[src/rtl/pdp8_mem_arbiter.sv]
// Arbitrates the single-port PDP-8 main memory between fetch, exec read and exec write.
// Fixed priority (write > read > fetch) with a forced fetch win after MAX_WAIT lost decisions.
module pdp8_mem_arbiter #(
    parameter int ADDR_WIDTH = 12,
    parameter int DATA_WIDTH = 12,
    parameter int RD_LAT     = 1,
    parameter int MAX_WAIT   = 4
) (
    input  logic                  clk,
    input  logic                  reset_n,
    input  logic                  ifu_rd_req,
    input  logic [ADDR_WIDTH-1:0] ifu_rd_addr,
    output logic                  ifu_gnt,
    output logic                  ifu_rd_valid,
    output logic [DATA_WIDTH-1:0] ifu_rd_data,
    input  logic                  exec_rd_req,
    input  logic [ADDR_WIDTH-1:0] exec_rd_addr,
    output logic                  exec_rd_gnt,
    output logic                  exec_rd_valid,
    output logic [DATA_WIDTH-1:0] exec_rd_data,
    input  logic                  exec_wr_req,
    input  logic [ADDR_WIDTH-1:0] exec_wr_addr,
    input  logic [DATA_WIDTH-1:0] exec_wr_data,
    output logic                  exec_wr_gnt,
    output logic                  mem_en,
    output logic                  mem_we,
    output logic [ADDR_WIDTH-1:0] mem_addr,
    output logic [DATA_WIDTH-1:0] mem_wdata,
    input  logic [DATA_WIDTH-1:0] mem_rdata,
    output logic                  arb_busy
);

    localparam int CW = $clog2(MAX_WAIT + 1);
    localparam int LW = $clog2(RD_LAT + 1);

    // state  | meaning
    // IDLE   | arbitrate over requests sampled this cycle
    // ACCESS | mem_en strobe and grant pulse to the winner
    // WAIT   | RD_LAT-cycle read latency, capture on last cycle
    // RESP   | rd_valid pulse to the owner
    typedef enum logic [1:0] {S_IDLE, S_ACCESS, S_WAIT, S_RESP} state_t;
    typedef enum logic [1:0] {OWN_IFU, OWN_RD, OWN_WR} owner_t;

    state_t          state, state_d;
    owner_t          owner, owner_d;
    logic [LW-1:0]   wait_cnt, wait_d;
    logic [CW-1:0]   starve_cnt, starve_d;
    logic            ifu_win, exec_win;

    logic                  ifu_gnt_d, exec_rd_gnt_d, exec_wr_gnt_d;
    logic                  ifu_rd_valid_d, exec_rd_valid_d;
    logic [DATA_WIDTH-1:0] ifu_rd_data_d, exec_rd_data_d;
    logic                  mem_en_d, mem_we_d, arb_busy_d;
    logic [ADDR_WIDTH-1:0] mem_addr_d;
    logic [DATA_WIDTH-1:0] mem_wdata_d;

    // Outputs are computed one cycle early so that every port is a flop.
    always_comb begin
        state_d         = state;
        owner_d         = owner;
        wait_d          = wait_cnt;
        starve_d        = starve_cnt;
        ifu_gnt_d       = 1'b0;
        exec_rd_gnt_d   = 1'b0;
        exec_wr_gnt_d   = 1'b0;
        ifu_rd_valid_d  = 1'b0;
        exec_rd_valid_d = 1'b0;
        ifu_rd_data_d   = ifu_rd_data;
        exec_rd_data_d  = exec_rd_data;
        mem_en_d        = 1'b0;
        mem_we_d        = 1'b0;
        mem_addr_d      = '0;
        mem_wdata_d     = '0;
        ifu_win  = ifu_rd_req && ((starve_cnt == CW'(MAX_WAIT)) || !(exec_wr_req || exec_rd_req));
        exec_win = !ifu_win && (exec_wr_req || exec_rd_req);

        case (state)
            S_IDLE: begin
                if (ifu_win) begin
                    state_d    = S_ACCESS;
                    owner_d    = OWN_IFU;
                    ifu_gnt_d  = 1'b1;
                    mem_en_d   = 1'b1;
                    mem_addr_d = ifu_rd_addr;
                    starve_d   = '0;
                end else if (exec_wr_req) begin
                    state_d       = S_ACCESS;
                    owner_d       = OWN_WR;
                    exec_wr_gnt_d = 1'b1;
                    mem_en_d      = 1'b1;
                    mem_we_d      = 1'b1;
                    mem_addr_d    = exec_wr_addr;
                    mem_wdata_d   = exec_wr_data;
                end else if (exec_rd_req) begin
                    state_d       = S_ACCESS;
                    owner_d       = OWN_RD;
                    exec_rd_gnt_d = 1'b1;
                    mem_en_d      = 1'b1;
                    mem_addr_d    = exec_rd_addr;
                end
                if (exec_win && ifu_rd_req && (starve_cnt != CW'(MAX_WAIT)))
                    starve_d = starve_cnt + CW'(1);
            end
            S_ACCESS: begin
                state_d = (owner == OWN_WR) ? S_IDLE : S_WAIT;
                wait_d  = LW'(RD_LAT - 1);
            end
            S_WAIT: begin
                if (wait_cnt == '0) begin
                    state_d = S_RESP;
                    if (owner == OWN_IFU) begin
                        ifu_rd_data_d  = mem_rdata;
                        ifu_rd_valid_d = 1'b1;
                    end else begin
                        exec_rd_data_d  = mem_rdata;
                        exec_rd_valid_d = 1'b1;
                    end
                end else begin
                    wait_d = wait_cnt - LW'(1);
                end
            end
            S_RESP:  state_d = S_IDLE;
            default: state_d = S_IDLE;
        endcase
        arb_busy_d = (state_d != S_IDLE);
    end

    always_ff @(posedge clk) begin
        if (!reset_n) begin
            state         <= S_IDLE;
            owner         <= OWN_IFU;
            wait_cnt      <= '0;
            starve_cnt    <= '0;
            ifu_gnt       <= 1'b0;
            exec_rd_gnt   <= 1'b0;
            exec_wr_gnt   <= 1'b0;
            ifu_rd_valid  <= 1'b0;
            exec_rd_valid <= 1'b0;
            ifu_rd_data   <= '0;
            exec_rd_data  <= '0;
            mem_en        <= 1'b0;
            mem_we        <= 1'b0;
            mem_addr      <= '0;
            mem_wdata     <= '0;
            arb_busy      <= 1'b0;
        end else begin
            state         <= state_d;
            owner         <= owner_d;
            wait_cnt      <= wait_d;
            starve_cnt    <= starve_d;
            ifu_gnt       <= ifu_gnt_d;
            exec_rd_gnt   <= exec_rd_gnt_d;
            exec_wr_gnt   <= exec_wr_gnt_d;
            ifu_rd_valid  <= ifu_rd_valid_d;
            exec_rd_valid <= exec_rd_valid_d;
            ifu_rd_data   <= ifu_rd_data_d;
            exec_rd_data  <= exec_rd_data_d;
            mem_en        <= mem_en_d;
            mem_we        <= mem_we_d;
            mem_addr      <= mem_addr_d;
            mem_wdata     <= mem_wdata_d;
            arb_busy      <= arb_busy_d;
        end
    end

endmodule
[config.mk]
export PLATFORM = sky130hd
export DESIGN_NAME = pdp8_mem_arbiter
export DESIGN_NICKNAME = d
export VERILOG_FILES = /design/src/rtl/pdp8_mem_arbiter.sv
export SDC_FILE = /design/constraint.sdc
export NUM_CORES = 1
export LEC_CHECK = 0
export ABC_AREA = 0
export CAP_MARGIN = 20
export CORE_UTILIZATION = 38
export CTS_BUF_LIST = sky130_fd_sc_hd__clkbuf_8 sky130_fd_sc_hd__clkbuf_16
export DETAILED_ROUTE_END_ITERATION = 7
export PLACE_DENSITY = 0.75
export SKIP_CTS_REPAIR_TIMING = 1
export SLEW_MARGIN = 20
export SYNTH_ARGS = -nofsm -noshare
export SYNTH_HDL_FRONTEND = slang
export SYNTH_SLANG_ARGS = --single-unit
[constraint.sdc]
create_clock -name clk -period 1.9 [get_ports clk]
set_input_delay 0.38 -clock clk [delete_from_list [all_inputs] [get_ports clk]]
set_output_delay 0.38 -clock clk [all_outputs]
set_load 0.02 [all_outputs]
==> flow_summary.json, run 1 <==
{
  "status": "finished clean",
  "path_max_fanout": 8,
  "grtUsageTotal": 0.219,
  "cts_tree": "yes",
  "startpoint": "reset_n",
  "drc": 0,
  "diodes": 0,
  "critPathSlowestCell": "clkdlybuf4s50_1",
  "ctsRootBufferMaster": "clkbuf_8",
  "drtIter0Drc": 112,
  "r2r_start": "starve_cnt[0]",
  "worstSetupEndpoint": "mem_addr[10]",
  "pwr-share-seq": 0.417,
  "cts_num_sinks": 62,
  "antenna_found_initial": 0,
  "place.gp.congestion": 0.789,
  "hpwl_um": 4590,
  "clkPwrFrac": 0.387,
  "viasPerCell": 4.79,
  "dr.pass1.iters": 4,
  "die-area_sq_mm": 0.00604,
  "drive_gt1_frac": 0.0938,
  "preCtsSetupSlack_ns": -0.209,
  "ys_warn_count": 0,
  "cp_cell_sequence": "clkdlybuf4s50_1 > or3b_4 > a2111oi_4 > buf_4 > a22oi_1 > o21ai_1",
  "core_area_sq_mm": 0.00551,
  "drv_slew": 0,
  "avgSynthCellArea_sq_um": 8.97,
  "grt_pass1_vias": 1997,
  "required_ns": 2.17,
  "fill_cells": 427,
  "p_sw_uw": 846,
  "hold_class": "reg2reg",
  "vias": 2184,
  "max_freq_mhz": 564,
  "num_io_pins": 121,
  "leakage_uw": 0.00145,
  "crit_family": "buffers and inverters",
  "layout_commonest_cell": "clkdlybuf4s50_1",
  "critPathArrivalTime_ns": 2.04,
  "cts_buffers": 9,
  "worstSkewPairLatency_ns": 0.33,
  "syn_nets": 310,
  "swShare": 0.246,
  "ant_nets": 0,
  "rr_endpoint": "mem_addr[10]",
  "combPwrFrac": 0.196,
  "setup_viol": 0,
  "placement.io_buffers": 120,
  "fin_ws_ns": 0.125,
  "die_x_um": 77.7,
  "r2r_slack_ns": 0.17,
  "rows": 27,
  "hold_path_startpoint": "ifu_rd_data[11]",
  "stdcell_count": 456,
  "clk_pin_slew_ns": 0.07,
  "start_util": 0.396,
  "hold_viol": 0,
  "crit_type": "in2reg",
  "mostFrequentLayoutCells": "120 x clkdlybuf4s50_1, 62 x dfxtp_1, 52 x nand2_1",
  "yosysSeqAreaShare": 0.569,
  "reg2regPathDepth": 7,
  "timing.final.crit_share": 0.934,
  "max-vdd-ir-drop_mv": 0.522,
  "clockBufferDepth": 2,
  "cpPeakStageDelay_ns": 0.49,
  "cts_max_level": 3,
  "synth_area_sq_mm": 0.00218,
  "dp_cells": 440,
  "wl_um": 6220,
  "rsz0062_at_grt": "false",
  "grt_max_degree": 36,
  "critPathBufInv": 2,
  "wl_per_cell_um": 13.6,
  "maxCapViolCount": 0,
  "fin_crit_ns": 1.77,
  "worst_pin_slew_ns": 0.527,
  "layout.nets": 446,
  "synthesis.instances": 243,
  "p_total_uw": 3440,
  "syn_to_final_growth_pct": 74.0,
  "synth.distinct_cells": 26,
  "power.density_mw_per_mm2": 907,
  "intPower_uw": 2590,
  "grt.overflow.total": 0,
  "crit_path_end_kind": "flip-flop",
  "startpoint_type": "input pin",
  "ys_seq_elements": 62,
  "die_h_um": 77.7,
  "maxSlewHeadroom": 0.649,
  "grt_pass1_wl_um": 10100,
  "crit_cells": 6,
  "clock_skew_ns": 0.00688
}
## Yosys cell counts (all sizes together)
library cell | count | share of area
nand3b | 1 | 0.0034
o31ai | 1 | 0.0034
a21oi | 28 | 0.064
a31oi | 2 | 0.0057
inv | 14 | 0.024
clkbuf | 7 | 0.012
ha | 2 | 0.011
nand2b | 3 | 0.0086
or3b | 2 | 0.010
nor3 | 3 | 0.0069
a22oi | 13 | 0.045
buf | 4 | 0.011
nor2 | 14 | 0.024
o21ai | 13 | 0.030
clkinv | 1 | 0.0017
nand3 | 1 | 0.0023
or4b | 1 | 0.0046
or2 | 1 | 0.0029
and2 | 13 | 0.037
o2bb2ai | 1 | 0.0040
dfxtp | 62 | 0.57
a311oi | 1 | 0.0069
a2111oi | 1 | 0.013
nand2 | 52 | 0.090
a32oi | 2 | 0.0080
## worst register-to-register path: cells and delay by family (launching register included)
kind,cells,cell delay [ns]
flops,1,0.38
fa+ha+maj,1,0.26
buf+inv,2,0.28
compound gates,4,0.74
## final cells by class
type | instances | area (sq um) | area share
repair buffers | 136 | 1330 | 0.352
flip-flops and latches | 62 | 1240 | 0.327
multi-input cells | 155 | 837 | 0.221
clock buffers | 12 | 165 | 0.0435
well taps | 72 | 90.1 | 0.0238
clock inverters | 4 | 68.8 | 0.0181
inverters | 15 | 56.3 | 0.0148
## sequential cells by signal, summed over array words and instances, names as in the netlist
signal,cells
mem_we,1
owner,2
exec_rd_valid,1
exec_rd_data,12
ifu_rd_valid,1
starve_cnt,3
arb_busy,1
mem_addr,12
ifu_rd_data,12
state,2
mem_wdata,12
mem_en,1
ifu_gnt,1
exec_rd_gnt,1
## per-layer routing
layer	GRT usage	wire length, um	up-vias
met1	0.267	2700	1019
met4	0.113	164	0
met5	0	0	-
li1	-	-	1084
met2	0.360	3040	66
met3	0.0494	321	15
## power groups by stage
| stage | Combinational [uW] | Clock [uW] | Sequential [uW] |
|---|---|---|---|
| global placement | 665 | 0 | 1460 |
| global route | 727 | 1420 | 1440 |
| finish | 675 | 1330 | 1430 |
| CTS | 678 | 1350 | 1430 |
| floorplan | 203 | 0 | 1550 |
| detailed placement | 674 | 0 | 1460 |
## kinds of logic after synthesis
logic type | after synthesis | synth area share
simple gates | 91 | 0.190
compound gates | 62 | 0.180
flops | 62 | 0.569
buf+inv | 26 | 0.0494
fa+ha+maj | 2 | 0.0115
## per-stage QoR
stage | setup TNS (ns) | hold WS [ns] | util | area [sq um]
after detailed placement | -3.30 | 0.446 | 0.645 | 3550
final | 0 | 0.456 | 0.689 | 3790
after floorplan | 0 | 0.491 | - | 2180
after global placement | -2.23 | 0.442 | 0.645 | 3550
after global routing | 0 | 0.475 | 0.689 | 3790
after CTS | 0 | 0.455 | 0.688 | 3790
## how the worst min path moves through the flow
stage | cells after the start | endpoint | slack [ns]
final | 2 | ifu_rd_data[11] | 0.46
after global routing | 2 | exec_rd_data[3] | 0.47
after CTS | 2 | exec_rd_data[11] | 0.46
after detailed placement | 2 | exec_rd_data[11] | 0.45
after global placement | 2 | exec_rd_data[8] | 0.44
after floorplan | 2 | owner[0] | 0.49
(Power assumes the default switching activity.)
==> run 2: changes to the inputs <==
--- a/config.mk
+++ b/config.mk
@@ -12,7 +12,7 @@
 export DETAILED_ROUTE_END_ITERATION = 7
 export PLACE_DENSITY = 0.75
 export SKIP_CTS_REPAIR_TIMING = 1
-export SLEW_MARGIN = 20
+export SLEW_MARGIN = 15
 export SYNTH_ARGS = -nofsm -noshare
 export SYNTH_HDL_FRONTEND = slang
 export SYNTH_SLANG_ARGS = --single-unit
==> constraint.sdc (replaced) <==
create_clock -name clk -period 1.8 [get_ports clk]
set_input_delay 0.36 -clock clk [delete_from_list [all_inputs] [get_ports clk]]
set_output_delay 0.36 -clock clk [all_outputs]
set_load 0.02 [all_outputs]
==> run 2 against run 1 <==
Compared with the run above:
- core utilization decreased by 0.32 points
- die area stayed put
- global-route usage shrank 0.17 points
- worst setup slack better by 0.017 ns
- critical path type is now reg2out
- largest power group unchanged
- highest routed layer unchanged
==> flow_summary.json, run 2 (same netlist as run 1, synthesis figures left out) <==
{
  "status": "finished clean",
  "critPathBufInv": 1,
  "timing.final.crit_share": 0.921,
  "cts_tree": "yes",
  "placement.io_buffers": 120,
  "viasPerCell": 4.74,
  "grt_pass1_wl_um": 10100,
  "rsz0062_at_grt": "false",
  "crit_type": "reg2out",
  "placed_cell_area_sq_mm": 0.00356,
  "critPathArrivalTime_ns": 1.30,
  "worst_pin_slew_ns": 0.541,
  "grt_max_degree": 23,
  "layout.nets": 447,
  "hold_path_startpoint": "ifu_rd_data[4]",
  "hold_viol": 0,
  "fill_cells": 442,
  "die-area_sq_mm": 0.00604,
  "path_max_fanout": 2,
  "drc": 0,
  "startpoint_type": "flip-flop",
  "r2r_start": "starve_cnt[0]",
  "drv_slew": 0,
  "holdPathEnd": "ifu_rd_data[4]",
  "required_ns": 1.44,
  "grtUsageTotal": 0.217,
  "place.gp.congestion": 0.789,
  "p_total_uw": 3450,
  "num_io_pins": 121,
  "clockBufferDepth": 2,
  "preCtsSetupSlack_ns": -0.293,
  "drtIter0Drc": 121,
  "antenna_found_initial": 0,
  "r2r_slack_ns": 0.17,
  "drive_gt1_frac": 0.101,
  "die_h_um": 77.7,
  "fin_crit_ns": 1.66,
  "hold_class": "reg2reg",
  "cts_num_sinks": 62,
  "cts_max_level": 3,
  "leakage_uw": 0.00144,
  "wl_um": 6200,
  "ant_nets": 0,
  "clock_skew_ns": 0.00911,
  "die_x_um": 77.7,
  "fin_ws_ns": 0.142,
  "vias": 2167,
  "wl_per_cell_um": 13.6,
  "layout_commonest_cell": "clkdlybuf4s50_1",
  "max-vdd-ir-drop_mv": 0.577,
  "max_freq_mhz": 603,
  "dp_cells": 441,
  "maxSlewHeadroom": 0.640,
  "grt.overflow.total": 0,
  "hpwl_um": 4640,
  "final.setup.tns_ns": 0,
  "core_area_sq_mm": 0.00551,
  "reg2regPathDepth": 7,
  "critPathSlowestCell": "clkdlybuf4s50_1",
  "start_util": 0.396,
  "diodes": 0,
  "ctsRootBufferMaster": "clkbuf_8",
  "stdcell_count": 457,
  "crit_path_end_kind": "output pin",
  "cts_buffers": 9,
  "cpPeakStageDelay_ns": 0.62,
  "crit_family": "buffers and inverters",
  "syn_to_final_growth_pct": 73.2,
  "worstSkewPairLatency_ns": 0.34,
  "setup_viol": 0,
  "grt_pass1_vias": 2022,
  "maxCapViolCount": 0,
  "whs_path_depth": 2,
  "clk_pin_slew_ns": 0.07,
  "dr.pass1.iters": 6,
  "rows": 27,
  "rr_endpoint": "mem_addr[8]",
  "cp_cell_sequence": "clkdlybuf4s50_1",
  "power.density_mw_per_mm2": 914,
  "mostFrequentLayoutCells": "119 x clkdlybuf4s50_1, 61 x dfxtp_1, 52 x nand2_1",
  "stdcell_area_sq_mm": 0.00377
}
[run 2: power by group]
part / internal [uW] / switching, uW / total (uW)
Sequential: 1470 / 43.5 / 1510
Clock: 671 / 550 / 1220
Combinational: 384 / 332 / 716
[run 2: layer usage]
| metal | vias up | GRT usage | wire, um |
|---|---|---|---|
| met2 | 66 | 0.346 | 2890 |
| met5 | - | 0 | 0 |
| li1 | 1095 | - | - |
| met1 | 988 | 0.280 | 2850 |
| met3 | 18 | 0.0353 | 276 |
| met4 | 0 | 0.119 | 173 |
[run 2: layout make-up]
type / instances / area, sq um / share of cell area
Clock buffer: 10 / 138 / 0.0365
Clock inverter: 6 / 61.3 / 0.0162
Inverter: 15 / 56.3 / 0.0149
Multi-Input combinational cell: 155 / 836 / 0.221
Sequential cell: 62 / 1240 / 0.329
Tap cell: 72 / 90.1 / 0.0239
Timing Repair Buffer: 137 / 1350 / 0.358
[run 2: worst max-delay path by stage]
stage                     start               end  depth (start not counted)
2_1_floorplan     starve_cnt[0]      mem_addr[10]                          7
3_3_place_gp            reset_n       mem_addr[4]                          6
3_5_place_dp            reset_n       mem_addr[8]                          6
4_1_cts           starve_cnt[0]       mem_addr[8]                          7
5_1_grt           starve_cnt[0]       mem_addr[7]                          7
6_report       exec_rd_data[11]  exec_rd_data[11]                          1
[run 2: through the flow]
step	hold WS, ns	utilization
after floorplan	0.475	-
after detailed placement	0.448	0.646
final	0.455	0.686
after global placement	0.442	0.646
after CTS	0.459	0.683
after global routing	0.473	0.686
